$ cat src/rtl/button_pkg.sv
// Shared edge-mode codes and counter sizing for the pushbutton conditioner.
// Optional auto-repeat is enabled with BUTTON_PULSE_AUTO_REPEAT_EN.
package button_pkg;

    localparam int unsigned EDGE_RISE = 0;
    localparam int unsigned EDGE_FALL = 1;
    localparam int unsigned EDGE_BOTH = 2;

    // Enough bits to hold 0..v-1 with one spare, never narrower than 1 bit.
    function automatic int unsigned cnt_width(input int unsigned v);
        return $clog2(v) + 1;
    endfunction

endpackage

$ cat src/rtl/btn_channel.sv
// One pushbutton channel: synchroniser chain, debouncer, edge pulse and
// optional hold-to-repeat (BUTTON_PULSE_AUTO_REPEAT_EN).
module btn_channel
    import button_pkg::*;
#(
    parameter int unsigned SYNC_STAGES     = 2,
    parameter int unsigned DEBOUNCE_CYCLES = 4,
    parameter int unsigned EDGE_MODE       = 0,
    parameter int unsigned HOLD_CYCLES     = 200,
    parameter int unsigned REPEAT_CYCLES   = 50
) (
    input  logic sp_clock,
    input  logic reset,
    input  logic btn_in,
    output logic btn_level,
    output logic btn_pulse
);

    if (SYNC_STAGES < 2) begin : g_bad_sync
        $error("SYNC_STAGES must be at least 2");
    end
    if (DEBOUNCE_CYCLES < 1 || HOLD_CYCLES < 1 || REPEAT_CYCLES < 1) begin : g_bad_cnt
        $error("DEBOUNCE_CYCLES, HOLD_CYCLES and REPEAT_CYCLES must be at least 1");
    end

    localparam int unsigned DbW = cnt_width(DEBOUNCE_CYCLES);
    localparam logic [DbW-1:0] DbLast = DbW'(DEBOUNCE_CYCLES - 1);

    logic [SYNC_STAGES-1:0] sync_q, sync_d;
    logic [DbW-1:0]         db_cnt_q, db_cnt_d;
    logic                   level_q, level_d;
    logic                   pulse_q, pulse_d;
    logic                   s, rise, fall, edge_pulse, rpt_pulse;

    assign s = sync_q[SYNC_STAGES-1];

    always_comb begin
        sync_d   = {sync_q[SYNC_STAGES-2:0], btn_in};
        level_d  = level_q;
        db_cnt_d = db_cnt_q;
        if (s == level_q) begin
            db_cnt_d = '0;
        end else if (db_cnt_q == DbLast) begin
            level_d  = s;
            db_cnt_d = '0;
        end else begin
            db_cnt_d = db_cnt_q + DbW'(1);
        end

        rise = level_d & ~level_q;
        fall = ~level_d & level_q;
        case (EDGE_MODE)
            EDGE_RISE: edge_pulse = rise;
            EDGE_FALL: edge_pulse = fall;
            default:   edge_pulse = rise | fall;
        endcase
        pulse_d = edge_pulse | rpt_pulse;
    end

`ifdef BUTTON_PULSE_AUTO_REPEAT_EN
    localparam int unsigned HoldSpan =
        (HOLD_CYCLES > REPEAT_CYCLES) ? HOLD_CYCLES : REPEAT_CYCLES;
    localparam int unsigned HoldW = cnt_width(HoldSpan);
    localparam logic [HoldW-1:0] HoldLast = HoldW'(HOLD_CYCLES - 1);
    localparam logic [HoldW-1:0] RptLast  = HoldW'(REPEAT_CYCLES - 1);

    logic [HoldW-1:0] hold_cnt_q, hold_cnt_d;
    logic             repeating_q, repeating_d;

    // Counter restarts on the press pulse; repeating_q selects the long first gap vs the period.
    always_comb begin
        hold_cnt_d  = hold_cnt_q;
        repeating_d = repeating_q;
        rpt_pulse   = 1'b0;
        if (EDGE_MODE != EDGE_FALL) begin
            if (!level_d || !level_q) begin
                hold_cnt_d  = '0;
                repeating_d = 1'b0;
            end else if (hold_cnt_q == (repeating_q ? RptLast : HoldLast)) begin
                rpt_pulse   = 1'b1;
                hold_cnt_d  = '0;
                repeating_d = 1'b1;
            end else begin
                hold_cnt_d = hold_cnt_q + HoldW'(1);
            end
        end
    end

    always_ff @(posedge sp_clock or posedge reset) begin
        if (reset) begin
            hold_cnt_q  <= '0;
            repeating_q <= 1'b0;
        end else begin
            hold_cnt_q  <= hold_cnt_d;
            repeating_q <= repeating_d;
        end
    end
`else
    assign rpt_pulse = 1'b0;
`endif

    always_ff @(posedge sp_clock or posedge reset) begin
        if (reset) begin
            sync_q   <= '0;
            db_cnt_q <= '0;
            level_q  <= 1'b0;
            pulse_q  <= 1'b0;
        end else begin
            sync_q   <= sync_d;
            db_cnt_q <= db_cnt_d;
            level_q  <= level_d;
            pulse_q  <= pulse_d;
        end
    end

    assign btn_level = level_q;
    assign btn_pulse = pulse_q;

endmodule

$ cat src/rtl/button_pulse_ctrl.sv
// N-channel pushbutton conditioner: independent channels plus a combined pulse flag.
// Define BUTTON_PULSE_AUTO_REPEAT_EN to enable hold-to-repeat pulses.
module button_pulse_ctrl
    import button_pkg::*;
#(
    parameter int unsigned N_CH            = 5,
    parameter int unsigned SYNC_STAGES     = 2,
    parameter int unsigned DEBOUNCE_CYCLES = 4,
    parameter int unsigned EDGE_MODE       = EDGE_RISE,
    parameter int unsigned HOLD_CYCLES     = 200,
    parameter int unsigned REPEAT_CYCLES   = 50
) (
    input  logic            sp_clock,
    input  logic            reset,
    input  logic [N_CH-1:0] btn_in,
    output logic [N_CH-1:0] btn_level,
    output logic [N_CH-1:0] btn_pulse,
    output logic            any_pulse
);

    for (genvar i = 0; i < N_CH; i++) begin : g_ch
        btn_channel #(
            .SYNC_STAGES    (SYNC_STAGES),
            .DEBOUNCE_CYCLES(DEBOUNCE_CYCLES),
            .EDGE_MODE      (EDGE_MODE),
            .HOLD_CYCLES    (HOLD_CYCLES),
            .REPEAT_CYCLES  (REPEAT_CYCLES)
        ) u_ch (
            .sp_clock (sp_clock),
            .reset    (reset),
            .btn_in   (btn_in[i]),
            .btn_level(btn_level[i]),
            .btn_pulse(btn_pulse[i])
        );
    end

    assign any_pulse = |btn_pulse;

endmodule
$ cat config.mk
export PLATFORM = sky130hd
export DESIGN_NAME = button_pulse_ctrl
export DESIGN_NICKNAME = d
export VERILOG_FILES = /design/src/rtl/button_pkg.sv /design/src/rtl/btn_channel.sv /design/src/rtl/button_pulse_ctrl.sv
export SDC_FILE = /design/constraint.sdc
export NUM_CORES = 1
export LEC_CHECK = 0
export ABC_CLOCK_PERIOD_IN_PS = 2200
export CORE_MARGIN = 1
export CORE_UTILIZATION = 50
export CTS_CLUSTER_DIAMETER = 40
export DETAILED_ROUTE_END_ITERATION = 7
export PLACE_DENSITY = 0.77
export SLEW_MARGIN = 10
export SYNTH_ARGS = -nofsm -noshare
export SYNTH_HDL_FRONTEND = slang
export SYNTH_SLANG_ARGS = --single-unit
$ cat constraint.sdc
create_clock -name sp_clock -period 2.2 [get_ports sp_clock]
set_clock_uncertainty 0.2 [all_clocks]
set_input_delay 0.44 -clock sp_clock [delete_from_list [all_inputs] [get_ports sp_clock]]
set_output_delay 0.44 -clock sp_clock [all_outputs]
set_load 0.005 [all_outputs]
==> metrics.csv <==
metric,value,unit
status,"finished, final reports clean",
p_per_area,1070,nW/um^2
dr.pass1.iters,2,
fin_setup_tns,0,ns
cts_hold_buf,0,
holdCritStartpoint,g_ch[2].u_ch.sync_q[0],
die-area,2910,sq um
fin_nets,116,
holdPathStages,0,
core-area,2520,sq um
cts_tree,done,
antenna_found_initial,0,
synth.area.top_cells,"dfrtp_1, nor3b_1, buf_4, ha_1, mux2_2",
clockBufferDepth,2,
synth_nets,101,
cp.arrival,1.42,ns
finalCriticalPeriod,2.06,ns
final_cell_mix,"dfrtp_1, clkdlybuf4s50_1, nor3b_1",
r2r_cells,3,
final_common_cell,dfrtp_1,
place.gp.congestion,0.699,
fin_crit_sh,93.5,%
synth_cells,89,
postPlaceCellArea,1490,sq um
slew_headroom,72.1,%
yosysTopAreaCell,dfrtp_1,
finalCoreUtilization,61.3,%
critPathKind,reg2out,
worstSetupStartpointType,flop,
clock_tree.htree_level_count,2,
dieHeight,53.9,um
hpwl,1340,um
vias,664,
first_iter_violations,4,
synth.distinct_cells,14,
clk_latency,0.33,ns
grt_max_degree,36,
drive_gt1_share,21.9,%
critPathRequiredTime,1.56,ns
worst_pin_slew,0.418,ns
grt_pass1_wl,3150,um
cts_root_buffer,clkbuf_4,
p_leak,0.703,nW
grt_pass1_vias,716,
routed_wl,1820,um
yosysSeqAreaShare,65.0,%
hold_violations,0,
io_pins,18,
clkTransAtPathRegs,0.10,ns
synth_area,1350,sq um
r2r_end,g_ch[3].u_ch.btn_level,
avgSynthCellArea,15.1,sq um
maxCapViolCount,0,
hold_end,g_ch[2].u_ch.sync_q[1],
gr-total-overflow,0,
io_buffers,17,
post_drt_wl_per_cell,13.5,um
routed_via_density,4.92,
min_path_type,reg2reg,
r2r_slack,0.81,ns
ir_drop,0.721,mV
cts_resized,0,
die_x,53.9,um
finalSetupViolations,0,
synth.ff_latch_count,35,
design_area,1550,sq um
synth_top_area_share,65.0,%
area_growth,14.8,%
drc,0,
cts_setup_buffers,0,
maxSlewViolCount,0,
num_rows,18,
cts-buffers-inserted,5,
endpoint_kind,output port,
fmax,486,MHz
critPathMaxFanout,2,
r2r_start,g_ch[3].u_ch.db_cnt_q[0],
grt_setup_unrepaired,false,
numClockSinks,35,
grt_usage,16.6,%
initial_utilization,53.4,%
drtAntennaViolNets,0,
yosysWarnings,0,
diodes,0,
-- through the flow --
step	hold WS, ns	setup slack, ns	instances	total power, mW
global route	0.164	0.0293	135	1.77
global placement	0.133	0.525	127	1.31
floorplan	0.131	0.784	89	1.22
detailed placement	0.140	0.491	127	1.35
finish	0.159	0.144	135	1.65
CTS	0.156	0.110	135	1.67
-- metal layers --
metal,GRT usage (%),vias up,routed length (um)
met1,19.5,324,826
met4,9.21,0,25
li1,-,320,-
met2,24.7,16,859
met5,0,-,0
met3,8.19,4,111
-- cell usage after synthesis, drive strengths merged --
cell type	n
dfrtp	35
ha	5
nor3	5
inv	1
xnor2	5
mux2	5
nand2	1
nor3b	11
nor2b	5
and3b	4
nand2b	1
nor2	1
buf	10
-- worst max path at each step --
stage                                 startpoint                     end  slack [ns]  cells after the start
after floorplan                            reset  g_ch[0].u_ch.btn_level        0.78                      1
after global placement    g_ch[1].u_ch.btn_pulse               any_pulse        0.52                      3
after detailed placement  g_ch[1].u_ch.btn_pulse               any_pulse        0.49                      3
after CTS                 g_ch[1].u_ch.btn_pulse               any_pulse        0.11                      3
after global routing      g_ch[1].u_ch.btn_pulse               any_pulse        0.03                      3
final                     g_ch[1].u_ch.btn_pulse               any_pulse        0.14                      3
-- worst max-delay path: stages, from the launching register on --
cell,delay (ns)
dfrtp_1,0.41
nor3_2,0.17
nand2_1,0.07
clkdlybuf4s50_1,0.44
-- logic make-up (layout without fill, tap and decap cells) --
group | after synthesis | after routing | synth area share, %
DFF | 35 | 35 | 65.0
and+or+nand+nor | 28 | 28 | 17.1
buffers and inverters | 11 | 27 | 5.85
adders and majority gates | 5 | 5 | 4.64
xor gates and xnor gates | 5 | 5 | 3.25
muxes | 5 | 5 | 4.18
-- where the power goes --
part	internal [mW]	switching, mW	total, mW
clock network	0.123	0.205	0.328
logic	0.291	0.161	0.452
registers	0.778	0.0925	0.871
-- registers in the layout, indices dropped and copies added (netlist names) --
name / flops
g_ch.u_ch.db_cnt_q: 15
g_ch.u_ch.btn_pulse: 5
g_ch.u_ch.sync_q: 10
g_ch.u_ch.btn_level: 5
-- layout make-up --
cell class | instances | area [sq um]
clock buffer | 6 | 41.3
clock inverter | 2 | 12.5
fill | 199 | 976
inverter | 1 | 3.75
multi-input combinational | 43 | 398
sequential | 35 | 876
tap | 30 | 37.5
timing repair buffer | 18 | 178
Note: power is estimated with default switching activity, not from simulation.
